**config.mk**
```make
export PLATFORM = sky130hd
export DESIGN_NAME = gpio_tx_ab_flat
export DESIGN_NICKNAME = d
export VERILOG_FILES = /design/src/rtl/gpio_tx_ab_if.sv /design/src/rtl/gpio_tx_ab.sv /design/src/flat_wrapper.sv
export SDC_FILE = /design/constraint.sdc
export NUM_CORES = 1
export LEC_CHECK = 0
export ABC_CLOCK_PERIOD_IN_PS = 3700
export CAP_MARGIN = 5
export CORE_MARGIN = 2
export CORE_UTILIZATION = 49
export DETAILED_ROUTE_END_ITERATION = 7
export HOLD_SLACK_MARGIN = 0.1
export PLACE_DENSITY_LB_ADDON = 0.08
export SYNTH_ARGS = -nofsm -noshare
export SYNTH_HDL_FRONTEND = slang
export SYNTH_SLANG_ARGS = --single-unit
```
**constraint.sdc**
```tcl
create_clock -name clk -period 3.7 [get_ports clk]
set_input_delay 0.555 -clock clk [delete_from_list [all_inputs] [get_ports clk]]
set_output_delay 0.555 -clock clk [all_outputs]
set_load 0.02 [all_outputs]
```
**src/rtl/gpio_tx_ab_if.sv**
```systemverilog
`default_nettype none
// ============================================================================
// Module   : gpio_tx_ab_if
// Brief    : Word hand-off bus into the GPIO serializer (valid/ready + data).
// Revision : 1.0  initial release
// ============================================================================
interface gpio_tx_ab_if #(
  parameter int DATA_WIDTH = 16
);
  logic [DATA_WIDTH-1:0] tx_data;
  logic                  tx_valid;
  logic                  tx_ready;

  // Producer of words
  modport master (output tx_data, output tx_valid, input tx_ready);
  // Serializer side
  modport slave  (input tx_data, input tx_valid, output tx_ready);
endinterface
`default_nettype wire

```
**src/rtl/gpio_tx_ab.sv**
```systemverilog
`default_nettype none
// ============================================================================
// Module   : gpio_tx_ab
// Brief    : Front-panel GPIO bank with a framed, MSB-first serial transmitter
//            on three pins (SCLK/SDAT/FRM). Other pins pass host levels
//            through OUT_MASK. Optional macro GPIO_TX_PARITY_EN appends an
//            even-parity bit after the LSB.
// Revision : 1.0  initial release
// ============================================================================
module gpio_tx_ab #(
  parameter int                        GPIO_REG_WIDTH = 12,
  parameter int                        CLK_DIV_FAC    = 10,
  parameter int                        DATA_WIDTH     = 16,
  parameter int                        SCLK_BIT       = 0,
  parameter int                        SDAT_BIT       = 2,
  parameter int                        FRM_BIT        = 4,
  parameter logic [GPIO_REG_WIDTH-1:0] OUT_MASK       = 12'hD55,
  parameter logic [GPIO_REG_WIDTH-1:0] IO_DDR         = 12'hD55
) (
  input  wire logic                      clk,
  input  wire logic                      reset,
  gpio_tx_ab_if.slave                    tx_if,
  output logic                           busy,
  input  wire logic [GPIO_REG_WIDTH-1:0] gpio_out,
  output logic [GPIO_REG_WIDTH-1:0]      fp_gpio_out,
  output logic [GPIO_REG_WIDTH-1:0]      fp_gpio_ddr
);

`ifdef GPIO_TX_PARITY_EN
  // Parity rides as one extra bit at the bottom of the shift register
  localparam int NBITS = DATA_WIDTH + 1;
`else
  localparam int NBITS = DATA_WIDTH;
`endif
  localparam int DIV_W = (CLK_DIV_FAC > 1) ? $clog2(CLK_DIV_FAC) : 1;
  localparam int BIT_W = $clog2(NBITS + 1);

  localparam logic [DIV_W-1:0] c_div_last = DIV_W'(CLK_DIV_FAC - 1);
  localparam logic [BIT_W-1:0] c_bit_last = BIT_W'(NBITS - 1);

  localparam logic [2:0] c_idle     = 3'd0;
  localparam logic [2:0] c_setup    = 3'd1;
  localparam logic [2:0] c_shift_hi = 3'd2;
  localparam logic [2:0] c_shift_lo = 3'd3;
  localparam logic [2:0] c_hold     = 3'd4;

  logic [2:0]       state_q,   state_d;
  logic [DIV_W-1:0] div_cnt_q, div_cnt_d;
  logic [BIT_W-1:0] bit_cnt_q, bit_cnt_d;
  logic [NBITS-1:0] shreg_q,   shreg_d;
  logic             sclk_q,    sclk_d;
  logic             sdat_q,    sdat_d;
  logic             frm_q,     frm_d;
  logic             ready_q,   ready_d;
  logic             w_div_done;
  logic [NBITS-1:0] w_load;

`ifdef GPIO_TX_PARITY_EN
  assign w_load = {tx_if.tx_data, ^tx_if.tx_data};
`else
  assign w_load = tx_if.tx_data;
`endif

  assign w_div_done = (div_cnt_q == c_div_last);

  // State, counters and pin registers; reset clears everything at once
  always_ff @(posedge clk or negedge reset) begin
    if (!reset) begin
      state_q   <= c_idle;
      div_cnt_q <= '0;
      bit_cnt_q <= '0;
      shreg_q   <= '0;
      sclk_q    <= 1'b0;
      sdat_q    <= 1'b0;
      frm_q     <= 1'b0;
      ready_q   <= 1'b0;
    end else begin
      state_q   <= state_d;
      div_cnt_q <= div_cnt_d;
      bit_cnt_q <= bit_cnt_d;
      shreg_q   <= shreg_d;
      sclk_q    <= sclk_d;
      sdat_q    <= sdat_d;
      frm_q     <= frm_d;
      ready_q   <= ready_d;
    end
  end

  // Next-state: every non-idle state lasts one full divider period
  always_comb begin
    state_d   = state_q;
    div_cnt_d = div_cnt_q;
    bit_cnt_d = bit_cnt_q;
    shreg_d   = shreg_q;
    if (state_q != c_idle) begin
      div_cnt_d = w_div_done ? '0 : div_cnt_q + DIV_W'(1);
    end
    case (state_q)
      c_idle: begin
        // ready_q gates acceptance so nothing is taken on the release edge
        if (tx_if.tx_valid && ready_q) begin
          state_d   = c_setup;
          shreg_d   = w_load;
          bit_cnt_d = '0;
        end
      end
      c_setup: begin
        if (w_div_done) state_d = c_shift_hi;
      end
      c_shift_hi: begin
        if (w_div_done) begin
          if (bit_cnt_q == c_bit_last) begin
            state_d = c_hold;
          end else begin
            state_d   = c_shift_lo;
            shreg_d   = shreg_q << 1;
            bit_cnt_d = bit_cnt_q + BIT_W'(1);
          end
        end
      end
      c_shift_lo: begin
        if (w_div_done) state_d = c_shift_hi;
      end
      c_hold: begin
        if (w_div_done) begin
          state_d   = c_idle;
          shreg_d   = '0;
          bit_cnt_d = '0;
        end
      end
      default: state_d = c_idle;
    endcase
  end

  // Pin values for the coming state; SDAT only moves on SETUP/SHIFT_LO entry
  always_comb begin
    frm_d   = (state_d != c_idle);
    sclk_d  = (state_d == c_shift_hi);
    ready_d = (state_d == c_idle);
    sdat_d  = sdat_q;
    if (state_d == c_idle) begin
      sdat_d = 1'b0;
    end else if ((state_d != state_q) &&
                 ((state_d == c_setup) || (state_d == c_shift_lo))) begin
      sdat_d = shreg_d[NBITS-1];
    end
  end

  // Front-panel pins: host levels through the mask, serializer pins from flops
  always_comb begin
    fp_gpio_out           = gpio_out & OUT_MASK;
    fp_gpio_out[SCLK_BIT] = sclk_q;
    fp_gpio_out[SDAT_BIT] = sdat_q;
    fp_gpio_out[FRM_BIT]  = frm_q;
  end

  assign fp_gpio_ddr     = IO_DDR;
  assign busy            = frm_q;
  assign tx_if.tx_ready  = ready_q;

endmodule
`default_nettype wire

```
**src/flat_wrapper.sv**
```systemverilog
// flat-port wrapper written by rule: the top's interface ports become plain ports
module gpio_tx_ab_flat 
#(
  parameter int                        GPIO_REG_WIDTH = 12,
  parameter int                        CLK_DIV_FAC    = 10,
  parameter int                        DATA_WIDTH     = 16,
  parameter int                        SCLK_BIT       = 0,
  parameter int                        SDAT_BIT       = 2,
  parameter int                        FRM_BIT        = 4,
  parameter logic [GPIO_REG_WIDTH-1:0] OUT_MASK       = 12'hD55,
  parameter logic [GPIO_REG_WIDTH-1:0] IO_DDR         = 12'hD55
)
  (clk, reset, busy, gpio_out, fp_gpio_out, fp_gpio_ddr, tx_if_tx_data, tx_if_tx_valid, tx_if_tx_ready);
  gpio_tx_ab_if #(.DATA_WIDTH(DATA_WIDTH)) tx_if_i ();
  input  wire logic clk;
  input  wire logic reset;
  output logic busy;
  input  wire logic [GPIO_REG_WIDTH-1:0] gpio_out;
  output logic [GPIO_REG_WIDTH-1:0] fp_gpio_out;
  output logic [GPIO_REG_WIDTH-1:0] fp_gpio_ddr;
  input wire logic [$bits(tx_if_i.tx_data)-1:0] tx_if_tx_data;
  input wire logic [$bits(tx_if_i.tx_valid)-1:0] tx_if_tx_valid;
  output wire logic [$bits(tx_if_i.tx_ready)-1:0] tx_if_tx_ready;
  assign tx_if_i.tx_data = tx_if_tx_data;
  assign tx_if_i.tx_valid = tx_if_tx_valid;
  assign tx_if_tx_ready = tx_if_i.tx_ready;
  gpio_tx_ab #(.GPIO_REG_WIDTH(GPIO_REG_WIDTH), .CLK_DIV_FAC(CLK_DIV_FAC), .DATA_WIDTH(DATA_WIDTH), .SCLK_BIT(SCLK_BIT), .SDAT_BIT(SDAT_BIT), .FRM_BIT(FRM_BIT), .OUT_MASK(OUT_MASK), .IO_DDR(IO_DDR)) u_core (.clk(clk), .reset(reset), .tx_if(tx_if_i), .busy(busy), .gpio_out(gpio_out), .fp_gpio_out(fp_gpio_out), .fp_gpio_ddr(fp_gpio_ddr));
endmodule
```
---- Word-level counts from Yosys, hierarchy flattened ----
Cells that the tools add are included.
cells by class
  $add $sub $neg .......................... 2
  equality and inequality tests ........... 14
  muxes and demuxes ....................... 19
  reduce and logical (&&, ||, !) cells .... 11
operators by type and width
  kind                                                                    count
  16-bit 2-to-1 mux                                                       4
  16-bit one-hot mux with 3 select lines                                  1
  5-bit 2-to-1 mux                                                        4
  3-bit 2-to-1 mux                                                        5
  5-bit one-hot mux with 3 select lines                                   1
  3-bit by 2-bit equality test with 1-bit output (second input constant)  4
  3-bit one-hot mux with 4 select lines                                   1
  3-bit nonzero test                                                      3
  3-bit by 1-bit equality test with 1-bit output (second input constant)  2
  3-bit logical NOT                                                       2
  2-bit by 1-bit != test with 1-bit output (second input constant)        3
  5-bit by 1-bit adder with 5-bit output (second input constant)          1
  5-bit by 4-bit equality test with 1-bit output (second input constant)  1
  5-bit AND reduction                                                     1
  4-bit by 1-bit adder with 4-bit output (second input constant)          1
  4-bit equality test (second input constant)                             1
  4-bit 2-to-1 mux                                                        1
  3-bit equality test (second input constant)                             1
  3-bit != test                                                           1
  1-bit logical AND                                                       2
  1-bit 2-to-1 mux                                                        2
  2-bit != test (second input constant)                                   1
  2-bit nonzero test                                                      1
  2-bit OR reduction                                                      1
  1-bit logical OR                                                        1
storage, ports and cells
  register bits after elaboration ......... 32

---- Logic depth before layout (Yosys ltp) ----
  depth in word-level cells ............... 9
  depth in mapped cells ................... 9
  gate-level depth less buffers ........... 7

---- Worst setup path before layout ----
No wires, ideal clock.
  path kind ............................... register to register
  start ................................... reg u_core.bit_cnt_q[0]
  end ..................................... reg u_core.bit_cnt_q[3]
  setup time .............................. 0.066 ns
  arrival ................................. 1.981 ns
  setup slack ............................. 1.653 ns
  stages on the path, launching flop included .. 9
  path buffers ............................ 1
  clock period less this slack ............ 2.047 ns
  path through ............................ dfrtp_1 > ha_1 > and3_1 > ha_1 > o21ai_0 > a21oi_2 > buf_6 > or4_1 > nand2_1
on the way
  word-level cells in the longest chain between the ends .. 4
  elaborated cells on any way between the ends .. 7
  classes of those cells .................. add/sub (1); eq/ne (2); mux (3); reduce/logical (1)
RTL lines
  item                                    line               source
  from (decl)                             gpio_tx_ab.sv:49   logic [BIT_W-1:0] bit_cnt_q, bit_cnt_d;
  from (signal assigned)                  gpio_tx_ab.sv:80   bit_cnt_q <= bit_cnt_d;
  5-bit by 1-bit adder with 5-bit output  gpio_tx_ab.sv:117  bit_cnt_d = bit_cnt_q + BIT_W'(1);
  5-bit 2-to-1 mux                        gpio_tx_ab.sv:112  if (bit_cnt_q == c_bit_last) begin
  5-bit 2-to-1 mux                        gpio_tx_ab.sv:111  if (w_div_done) begin
  5-bit one-hot mux with 3 select lines   gpio_tx_ab.sv:98   case (state_q)
Parallel ways exist; a longest one is shown, timed or not. The select of a mux whose other input is x is not followed.
A chain may end at the register's enable or synchronous reset.

---- Worst setup path after layout ----
  start ................................... reg u_core.state_q[0]
  end ..................................... reg u_core.bit_cnt_q[3]
on the way
  word-level cells in the longest chain between the ends .. 3
  elaborated cells on any way between the ends .. 10
  classes of those cells .................. eq/ne (6); mux (1); reduce/logical (3)
RTL lines
  item                                                                                     line              source
  from (decl)                                                                              gpio_tx_ab.sv:47  logic [2:0] state_q, state_d;
  from (signal assigned)                                                                   gpio_tx_ab.sv:69  state_q <= c_idle;
  from (signal assigned)                                                                   gpio_tx_ab.sv:78  state_q <= state_d;
  3-bit equality test, or another cell as far along                                        gpio_tx_ab.sv:98
  2-bit by 1-bit != test with 1-bit output (no source line), or another cell as far along  --
  5-bit AND reduction (no source line)                                                     --
Parallel ways exist; a longest one is shown, timed or not.

==> metrics <==
reg2reg path depth=5; worst path arrival time=2680 ps; first-pass GRT wire length=5326 um; clock root buffer master=clkbuf_4; placed cell count=234; CP Data Required Time=3960 ps; chip width=63.69 um; synth top area cells=dfrtp_1 46%, buf_4 11%, a22oi_1 6.9%, nand2_1 4.5%, o21ai_0 4.3%; clk slew on worst S/H paths=80 ps; port bufs=23; IO Pins=57; Switching Power=0.0001283 W; Total Nets Final=229; crit path max fanout=18; Seq pwr share=62.6%; total congestion overflow=0; Tcrit/Tclk final=65.30%; post-synthesis adder-cell area fraction=2.151%; CTS sink count=32; Int Pwr=0.0004300 W; outcome=finished, final reports clean; CTS tree=yes; Bufs on Longest Clock Path=2; Synth Register Bits=32; CP Launch Type=flip-flop; largest family of logic cells by synthesized area=compound AO/OA/AOI/OAI gates; worst vdd ir=211.1 uV; drt pass-1 iters=4; commonest non-fill, non-tap cell in the layout=dfrtp_1; initial antenna violation count=0; layout cell share with drive strength beyond 1=6.736%; vias in the first global route=1255; Worst Setup Path Type=flip-flop to flip-flop; final core occ=56.04%; Clk pwr share=30.0%; crit path time final=2416 ps; DR iter-0 viols=26; Yosys cell types=37; Core ar.=3390 um^2; Avg Inst Size Synth=9.590 um^2; sw frac=22.98%; post-synth top area share=45.88%; DRC viols=0; Antenna diodes=0; Final Hold Viols=0; Die Ht=63.69 um; Synth Area in Compound Gates=18.35%; Tot GR Track Use=16.93%; # H-tree levels=2; synth warn=0; Resized cells post-CTS=0; Power per Cell Area=293.9 nW/um^2; routed wire length=3097 um; GP Congestion=0.7235; setup bufs post-CTS=0; filler cell count=301; Fmax=413.9 MHz; RSZ-0062 raised after global routing=no; clk_lat worst skew=320 ps; vias=1259; Synth Instances=182; Mapped Area=1745 um^2; CTS Buf Count=5; max-slew violation count=0; Synth area leader=dfrtp_1; Layout Cells excl Fill=239; clk_skew=3.273 ps; hold buffers post-CTS=0; hold depth=2; die area=4056 um^2; commonest non-fill, non-tap cells in the layout=32 x dfrtp_1, 23 x clkdlybuf4s50_1, 21 x nand2_1, 17 x conb_1, 16 x a22oi_1; P_leak=0.8264 nW; Final Hold Slack=483.6 ps; Max Cap Viol=0; Slew @ Worst Pin=875.1 ps; Simple-Gate Fraction of Synth Area=17.42%; Core Rows=21; Finish-stage setup viols=0; setup tns final=0 ps; Slew HR=41.34%; post-DR vias/cell=5.268; Area growth syn-to-layout=8.817%; Starting Density=51.50%; largest net degree at the start of global routing=33; crit path capture type=flip-flop; Gate power share=7.4%; Antenna Violating Nets Remaining=0; Detailed Place HPWL=2211 um; sequential area share after synthesis=45.88%; Hold Crit Class=flip-flop to flip-flop; post-synthesis xor/xnor area fraction=1.004%; WL/cell=12.96 um; multiplexer area fraction after synthesis=0%
==> synth_stat cells <==
cell type	count
inv_2	1
nor2b_1	2
nor2_1	10
nor3_4	1
a211oi_1	1
a21oi_2	1
conb_1	2
nand4bb_1	1
o22a_1	1
buf_6	2
nand3_1	3
nand2b_1	4
buf_2	5
a21o_1	2
and3_1	2
inv_1	3
or4_1	2
o31ai_1	2
a22oi_1	16
nor3_1	2
o21ai_1	6
nor3_2	2
xnor2_1	1
dfrtp_1	32
buf_4	25
o221ai_1	1
nor3b_1	3
clkbuf_1	2
a21oi_1	1
xor2_1	1
nand2_1	21
and4bb_2	1
or3b_1	1
or2_1	1
ha_1	3
a22o_1	3
o21ai_0	15
==> metal layers <==
metal	GRT usage, %	vias to the layer above	routed length, um
met5	0	-	0
met4	6.522	0	44
met3	5.179	5	173
met2	30.79	31	1578
met1	18.19	611	1301
li1	-	612	-
==> cell type report <==
| type | instances | area [um^2] | area share [%] |
|---|---|---|---|
| tap | 46 | 57.56 | 3.030 |
| inverter | 4 | 15.01 | 0.7905 |
| multi-input combinational | 127 | 743.2 | 39.13 |
| timing repair buffer | 25 | 245.2 | 12.91 |
| sequential | 32 | 800.8 | 42.16 |
| clock buffer | 5 | 37.54 | 1.976 |
==> critical path: stages, from the launching register on <==
cell and delay [ps]:
dfrtp_1 500, nor3_4 260, and3_1 660, a21oi_2 280, or4_1 570, nand2_1 80
==> sequential cells by signal, indices dropped and copies added (netlist names) <==
signal / count
u_core.state_q: 3
u_core.sclk_q: 1
u_core.tx_if.tx_ready: 1
u_core.shreg_q: 16
u_core.div_cnt_q: 4
u_core.sdat_q: 1
u_core.busy: 1
u_core.bit_cnt_q: 5
==> cells by family after synthesis <==
kind of cell,Yosys count
buffers and inverters,38
AO/OA/AOI/OAI,49
AND/OR/NAND/NOR,56
XOR/XNOR,2
flip-flops,32
other,2
adder cells (fa/ha/maj),3
==> power by group through the flow <==
stage / Sequential [W] / Clock (W) / Combinational, W
floorplan: 0.000356 / 0 / 0.0000352
detailed placement: 0.000356 / 0 / 0.0000417
global route: 0.000349 / 0.000191 / 0.0000450
CTS: 0.000349 / 0.000173 / 0.0000418
global placement: 0.000356 / 0 / 0.0000416
finish: 0.000349 / 0.000167 / 0.0000415
==> stage by stage <==
stage	power [W]	setup WS, ps	cell area [um^2]
after floorplan	0.0003917	1653	1802
after global placement	0.0003979	1099	1862
after detailed placement	0.0003981	1069	1862
after CTS	0.0005647	1292	1899
after global routing	0.0005856	1143	1899
final	0.0005583	1284	1899
==> path summary, 6_finish.rpt <==
check | start | to | slack (ps)
max | u_core.state_q[0]$_DFF_PN0_ | u_core.bit_cnt_q[3]$_DFFE_PN0P_ | 1280
min | u_core.bit_cnt_q[4]$_DFFE_PN0P_ | u_core.bit_cnt_q[4]$_DFFE_PN0P_ | 480
max in group asynchronous | reset | u_core.bit_cnt_q[0]$_DFFE_PN0P_ | 2790
min reg2reg | u_core.bit_cnt_q[4]$_DFFE_PN0P_ | u_core.bit_cnt_q[4]$_DFFE_PN0P_ | 480
max reg2reg | u_core.state_q[0]$_DFF_PN0_ | u_core.bit_cnt_q[3]$_DFFE_PN0P_ | 1280
min in group asynchronous | reset | u_core.div_cnt_q[2]$_DFFE_PN0N_ | 620
Power figures use the tool's default switching activity.
